## src/rtl/mem_arb_pkg.sv

```systemverilog
// Shared types and sizing helpers for the fetch/data memory port arbiter.
package mem_arb_pkg;

    typedef enum logic [1:0] {
        IDLE,
        BUSY_IF,
        BUSY_DM
    } arb_state_e;

    typedef enum logic {
        OWN_IF = 1'b0,
        OWN_DM = 1'b1
    } arb_owner_e;

    localparam int unsigned STARVE_MAX_DEFAULT = 4;
    localparam int unsigned STARVE_CTR_W       = $clog2(STARVE_MAX_DEFAULT + 1);

    // Counter width able to hold 0..max_count inclusive.
    function automatic int unsigned starve_ctr_width(input int unsigned max_count);
        return (max_count < 1) ? 1 : $clog2(max_count + 1);
    endfunction

endpackage

```

## src/rtl/mem_arb_starve_ctr.sv

```systemverilog
// Counts data grants taken while a fetch is waiting; flags when the fetch must win.
module mem_arb_starve_ctr
    import mem_arb_pkg::*;
#(
    parameter int unsigned STARVE_MAX = 4
) (
    input  logic clk,
    input  logic rst,
    input  logic dm_grant,
    input  logic if_grant,
    input  logic if_req,
    output logic starved
);

    localparam int unsigned CTR_W = starve_ctr_width(STARVE_MAX);

    logic [CTR_W-1:0] count;

    always_ff @(posedge clk) begin
        if (!rst) begin
            count <= '0;
        end else if (if_grant || !if_req) begin
            count <= '0;
        end else if (dm_grant && (count != CTR_W'(STARVE_MAX))) begin
            count <= count + CTR_W'(1);
        end
    end

    assign starved = (count == CTR_W'(STARVE_MAX));

endmodule

```

## src/rtl/mem_port_arbiter.sv

```systemverilog
// Single-ported memory arbiter between instruction fetch and data access (data has priority).
// Build option MEM_ARB_STARVE_GUARD_EN bounds how many data grants a waiting fetch tolerates.
module mem_port_arbiter
    import mem_arb_pkg::*;
#(
    parameter int unsigned ADDR_W     = 32,
    parameter int unsigned DATA_W     = 32,
    parameter int unsigned STARVE_MAX = 4
) (
    input  logic                  clk,
    input  logic                  rst,
    input  logic                  if_req,
    input  logic [ADDR_W-1:0]     if_addr,
    input  logic                  if_flush,
    output logic                  if_gnt,
    output logic                  if_rvalid,
    output logic [DATA_W-1:0]     if_rdata,
    output logic                  if_stall,
    input  logic                  dm_req,
    input  logic                  dm_we,
    input  logic [DATA_W/8-1:0]   dm_wstrb,
    input  logic [ADDR_W-1:0]     dm_addr,
    input  logic [DATA_W-1:0]     dm_wdata,
    output logic                  dm_gnt,
    output logic                  dm_rvalid,
    output logic [DATA_W-1:0]     dm_rdata,
    output logic                  dm_stall,
    output logic                  mem_req,
    output logic                  mem_we,
    output logic [ADDR_W-1:0]     mem_addr,
    output logic [DATA_W-1:0]     mem_wdata,
    output logic [DATA_W/8-1:0]   mem_wstrb,
    input  logic                  mem_ready,
    input  logic                  mem_rvalid,
    input  logic [DATA_W-1:0]     mem_rdata
);

    if (STARVE_MAX < 1) begin : g_bad_starve_max
        $error("STARVE_MAX must be at least 1");
    end

    arb_state_e state, state_next;
    arb_owner_e sel;
    logic       killed, killed_next;
    logic       store;
    logic       starved;
    logic       if_resp;
    logic       dm_resp;

`ifdef MEM_ARB_STARVE_GUARD_EN
    mem_arb_starve_ctr #(
        .STARVE_MAX(STARVE_MAX)
    ) u_starve_ctr (
        .clk      (clk),
        .rst      (rst),
        .dm_grant (dm_gnt),
        .if_grant (if_gnt),
        .if_req   (if_req),
        .starved  (starved)
    );
`else
    assign starved = 1'b0;
`endif

    always_comb begin
        state_next  = state;
        killed_next = killed;
        sel         = OWN_IF;
        mem_req     = 1'b0;
        mem_we      = 1'b0;
        mem_addr    = '0;
        mem_wdata   = '0;
        mem_wstrb   = '0;
        if_gnt      = 1'b0;
        dm_gnt      = 1'b0;
        if_resp     = 1'b0;
        dm_resp     = 1'b0;
        if (rst) begin
            case (state)
                IDLE: begin
                    if (dm_req && !(starved && if_req)) begin
                        sel = OWN_DM;
                    end
                    mem_req = dm_req | if_req;
                    if (sel == OWN_DM) begin
                        mem_we    = dm_we;
                        mem_addr  = dm_addr;
                        mem_wdata = dm_wdata;
                        mem_wstrb = dm_wstrb;
                    end else if (if_req) begin
                        mem_addr  = if_addr;
                    end
                    if (mem_req && mem_ready) begin
                        if (sel == OWN_DM) begin
                            dm_gnt     = 1'b1;
                            state_next = BUSY_DM;
                        end else begin
                            if_gnt      = 1'b1;
                            state_next  = BUSY_IF;
                            killed_next = if_flush;
                        end
                    end
                end
                BUSY_IF: begin
                    // A flush arriving with the response still kills it.
                    if (mem_rvalid) begin
                        if_resp     = ~(killed | if_flush);
                        state_next  = IDLE;
                        killed_next = 1'b0;
                    end else if (if_flush) begin
                        killed_next = 1'b1;
                    end
                end
                BUSY_DM: begin
                    if (mem_rvalid) begin
                        dm_resp    = 1'b1;
                        state_next = IDLE;
                    end
                end
                default: state_next = IDLE;
            endcase
        end
    end

    always_ff @(posedge clk) begin
        if (!rst) begin
            state     <= IDLE;
            killed    <= 1'b0;
            store     <= 1'b0;
            if_rvalid <= 1'b0;
            dm_rvalid <= 1'b0;
            if_rdata  <= '0;
            dm_rdata  <= '0;
        end else begin
            state     <= state_next;
            killed    <= killed_next;
            if_rvalid <= if_resp;
            dm_rvalid <= dm_resp;
            if (dm_gnt) begin
                store <= dm_we;
            end
            if (if_resp) begin
                if_rdata <= mem_rdata;
            end
            if (dm_resp) begin
                dm_rdata <= store ? '0 : mem_rdata;
            end
        end
    end

    assign if_stall = rst & if_req & ~if_gnt;
    // Data stall covers the whole access, even once the requester drops dm_req after its grant.
    assign dm_stall = rst & (dm_req | (state == BUSY_DM)) & ~dm_rvalid;

endmodule

```

## config.mk

```make
export PLATFORM = sky130hd
export DESIGN_NAME = mem_port_arbiter
export DESIGN_NICKNAME = d
export VERILOG_FILES = /design/src/rtl/mem_arb_pkg.sv /design/src/rtl/mem_arb_starve_ctr.sv /design/src/rtl/mem_port_arbiter.sv
export SDC_FILE = /design/constraint.sdc
export NUM_CORES = 1
export LEC_CHECK = 0
export BUFFER_PORTS_ARGS = -buffer_cell sky130_fd_sc_hd__buf_2
export CAP_MARGIN = 0
export CELL_PAD_IN_SITES_DETAIL_PLACEMENT = 0
export CELL_PAD_IN_SITES_GLOBAL_PLACEMENT = 1
export CORE_MARGIN = 10
export CORE_UTILIZATION = 27
export DETAILED_ROUTE_END_ITERATION = 7
export PLACE_DENSITY_LB_ADDON = 0.05
export SLEW_MARGIN = 25
export SYNTH_ARGS = -nofsm -noshare
export SYNTH_HDL_FRONTEND = slang
export SYNTH_SLANG_ARGS = --single-unit
```

## constraint.sdc

```tcl
create_clock -name clk -period 2 [get_ports clk]
set_input_delay 0.1 -clock clk [delete_from_list [all_inputs] [get_ports clk]]
set_output_delay 0.1 -clock clk [all_outputs]
set_load 0.01 [all_outputs]
```

==> insert_results.sql <==
INSERT INTO impl_metrics (metric_group, metric, value, unit) VALUES
('worst_hold_path', 'min_from', 'dm_we', ''),
('power', 'totalPowerFinal', '0.00373', 'W'),
('floorplanning', 'floorplan.io_pins', '280', ''),
('sta', 'final_min_period_over_clock_period', '94.9', '%'),
('placed_design', 'place_inst', '856', ''),
('layout', 'stdcell_count', '873', ''),
('global_route', 'gr-usage-all-layers', '16.7', '%'),
('detailed_routing', 'via_count', '4124', ''),
('placed_design', 'gpl.final_weighted_congestion', '0.914', ''),
('synth', 'synth_nets', '571', ''),
('detailed_routing', 'remaining_drc_errors', '0', ''),
('detailed_routing', 'avgViaCountPerCell', '4.72', ''),
('setup_path', 'crit_fanout', '62', ''),
('synth', 'ys_ff_latch', '70', ''),
('setup_path', 'capturing_point_of_the_worst_reg2reg_path', 'killed$_SDFFE_PN0P_', ''),
('sta', 'total_setup_violations_reported_at_the_end_of_the_flow', '0', ''),
('clock_network', 'htree_num_levels', '3', ''),
('setup_path', 'timing.critical_path.from_type', 'flop', ''),
('worst_hold_path', 'hold_path_class', 'input port to flop', ''),
('power', 'netSwitchingPower', '0.000930', 'W'),
('setup_path', 'launch_point_of_the_critical_path', 'state[0]$_SDFFE_PN0P_', ''),
('worst_hold_path', 'hold-path-endpoint', 'store$_SDFFE_PN0P_', ''),
('sta', 'unrepaired_setup_endpoints_after_global_routing', 'no', ''),
('synth', 'synthArstFlopShare', '0', '%'),
('detailed_routing', 'dr.first_iter.drc_count', '142', ''),
('floorplanning', 'dieWidth', '136', 'um'),
('layout', 'final_cell_mix', 'sky130_fd_sc_hd__buf_2, sky130_fd_sc_hd__nand2_1, sky130_fd_sc_hd__dfxtp_1', ''),
('run_status', 'run_status', 'completed', ''),
('synth', 'yosys.area_share.simple', '30.5', '%'),
('flow_run', 'drv_cap', '0', ''),
('sta', 'maxClockFrequency', '0.527', 'GHz'),
('setup_path', 'arrival', '1800', 'ps'),
('clock_network', 'maximum_count_of_clock_buffers_along_a_single_path', '2', ''),
('setup_path', 'rrSetupSlack', '390', 'ps'),
('synth', 'yosysWarningCount', '0', ''),
('setup_path', 'worst-r2r-cell-count', '6', ''),
('power', 'powerDensity', '678', 'nW/um^2'),
('sta', 'timing_max_transition_violations_final', '0', ''),
('power', 'p_seq_share', '38.5', '%'),
('floorplanning', 'chipHeight', '136', 'um'),
('floorplanning', 'fp-row-count', '42', ''),
('global_route', 'globalRouteOverflowTotal', '0', ''),
('sta', 'setup_total_negative_slack', '0', 'ps'),
('clock_network', 'tritoncts', 'yes', ''),
('synth', 'synthesis.area_per_instance', '8.42', 'sq um'),
('synth', 'synth-compound-area-share', '23.1', '%'),
('power', 'power.ir.vdd_worst', '0.000390', 'V'),
('layout', 'layout-drive-gt1-share', '49.9', '%'),
('power', 'total_leakage_power', '2.71', 'nW'),
('synth', 'synth_top_family_by_area', 'simple AND/OR/NAND/NOR gates', ''),
('floorplanning', 'initial_standard_cell_utilization_of_the_core', '27.4', '%'),
('detailed_routing', 'wl_per_cell', '18.7', 'um'),
('clock_network', 'worst_skew_pair.late_latency', '320', 'ps'),
('sta', 'final.setup_skew', '3.77', 'ps'),
('sta', 'finalHoldWorstSlack', '12.2', 'ps'),
('synth', 'synth-edff-count', '0', ''),
('power', 'clock_power_share', '44.4', '%'),
('sta', 'timing.max_slew.rel_slack', '70.0', '%'),
('sta', 'layout_min_cycle_time', '1900', 'ps'),
('detailed_routing', 'antenna_left', '0', ''),
('power', 'power.share.switching', '24.9', '%'),
('setup_path', 'cp-end-kind', 'primary output', ''),
('setup_path', 'r2r-start', 'state[1]$_SDFFE_PN0P_', ''),
('setup_path', 'worst-endpoint-required', '1900', 'ps'),
('sta', 'hold_viol', '0', ''),
('synth', 'postSynthCellCount', '428', ''),
('synth', 'fraction_of_the_mapped_netlist_area_in_adder_cells', '1.04', '%'),
('clock_network', 'cts.sinks', '70', ''),
('synth', 'yosys.area_share.xor_xnor', '0', '%'),
('detailed_routing', 'wl', '16300', 'um'),
('floorplanning', 'floorplan.die_area', '18400', 'sq um');
==> worst max path at each step <==
stage | to | slack [ps] | depth (start not counted)
after floorplan | mem_addr[10] | 450 | 7
after global placement | mem_addr[20] | 380 | 6
after detailed placement | mem_addr[29] | 350 | 6
after CTS | mem_addr[20] | 60 | 7
after global routing | if_gnt | 6 | 7
final | mem_addr[27] | 100 | 6
==> per-stage QoR <==
step           cell area, sq um  utilization [%]
6_report                   5500             41.9
5_1_grt                    5500             41.9
4_1_cts                    5480             41.7
3_5_place_dp               5170             39.3
3_3_place_gp               5170             39.3
2_1_floorplan              3600                -
==> worst max-delay path, cell delays in order, from the launching register on <==
cell and delay, ps:
sky130_fd_sc_hd__dfxtp_1 370, sky130_fd_sc_hd__inv_1 100, sky130_fd_sc_hd__ha_4 200, sky130_fd_sc_hd__and3_1 200, sky130_fd_sc_hd__buf_12 180, sky130_fd_sc_hd__a22o_1 250, sky130_fd_sc_hd__buf_2 140
==> cell usage after synthesis (2+ instances only) <==
library cell | count | share of area [%]
sky130_fd_sc_hd__a21boi_0 | 9 | 1.9
sky130_fd_sc_hd__nor2b_1 | 3 | 0.52
sky130_fd_sc_hd__clkbuf_2 | 2 | 0.28
sky130_fd_sc_hd__a21boi_1 | 24 | 5.0
sky130_fd_sc_hd__o21ai_2 | 29 | 7.0
sky130_fd_sc_hd__o211ai_1 | 2 | 0.42
sky130_fd_sc_hd__nor2_1 | 13 | 1.4
sky130_fd_sc_hd__inv_1 | 2 | 0.21
sky130_fd_sc_hd__nand4_1 | 2 | 0.35
sky130_fd_sc_hd__dfxtp_1 | 70 | 39
sky130_fd_sc_hd__nand2_1 | 70 | 7.3
sky130_fd_sc_hd__buf_6 | 4 | 1.2
sky130_fd_sc_hd__o21ai_0 | 5 | 0.69
sky130_fd_sc_hd__nand3_1 | 34 | 4.7
sky130_fd_sc_hd__buf_4 | 4 | 0.83
sky130_fd_sc_hd__nand3b_1 | 33 | 6.9
sky130_fd_sc_hd__clkbuf_1 | 22 | 2.3
sky130_fd_sc_hd__buf_2 | 11 | 1.5
sky130_fd_sc_hd__a22oi_1 | 10 | 2.1
sky130_fd_sc_hd__a22o_1 | 22 | 5.3
sky130_fd_sc_hd__and2_1 | 40 | 6.9
sky130_fd_sc_hd__ha_1 | 3 | 1.0
==> metal layers <==
metal	GRT usage [%]	vias up	wire (um)
met1	19.0	1924	6370
met3	6.82	12	1520
met2	27.9	181	8230
met4	5.08	0	222
li1	-	2007	-
met5	0	-	0
==> logic make-up after synthesis <==
family / count (synthesis)
and+or+nand+nor: 205
buffers and inverters: 46
DFF: 70
AOI/OAI and AO/OA: 104
adders and majority gates: 3
==> timing repair <==
action | in CTS | in global routing
cloned | 0 | 1
endpoints found under the setup margin | 17 | 47
hold buffers | 0 | 0
gates resized for setup | 1 | 5
==> state kept, by name (all words and copies together), names as in the netlist <==
register and count:
killed 1, dm_rvalid 1, if_rvalid 1, if_rdata 32
dm_rdata 32, state 2, store 1
==> layout make-up <==
type                       count  area, sq um
fill                        1385         7640
multi-input combinational    312         1980
timing repair buffer         296         1580
sequential                    70         1400
clock buffer                  10          229
tap                          176          220
clock inverter                 5         75.1
inverter                       3         11.3
antenna                        1         2.50
==> power groups by stage <==
stage / sequential (W) / combinational [W] / clock (W)
after floorplan: 0.00147 / 0.000297 / 0
after global placement: 0.00147 / 0.000635 / 0
after detailed placement: 0.00147 / 0.000636 / 0
after CTS: 0.00144 / 0.000640 / 0.00171
after global routing: 0.00144 / 0.000701 / 0.00177
final: 0.00144 / 0.000638 / 0.00166
(Power assumes the default switching activity.)
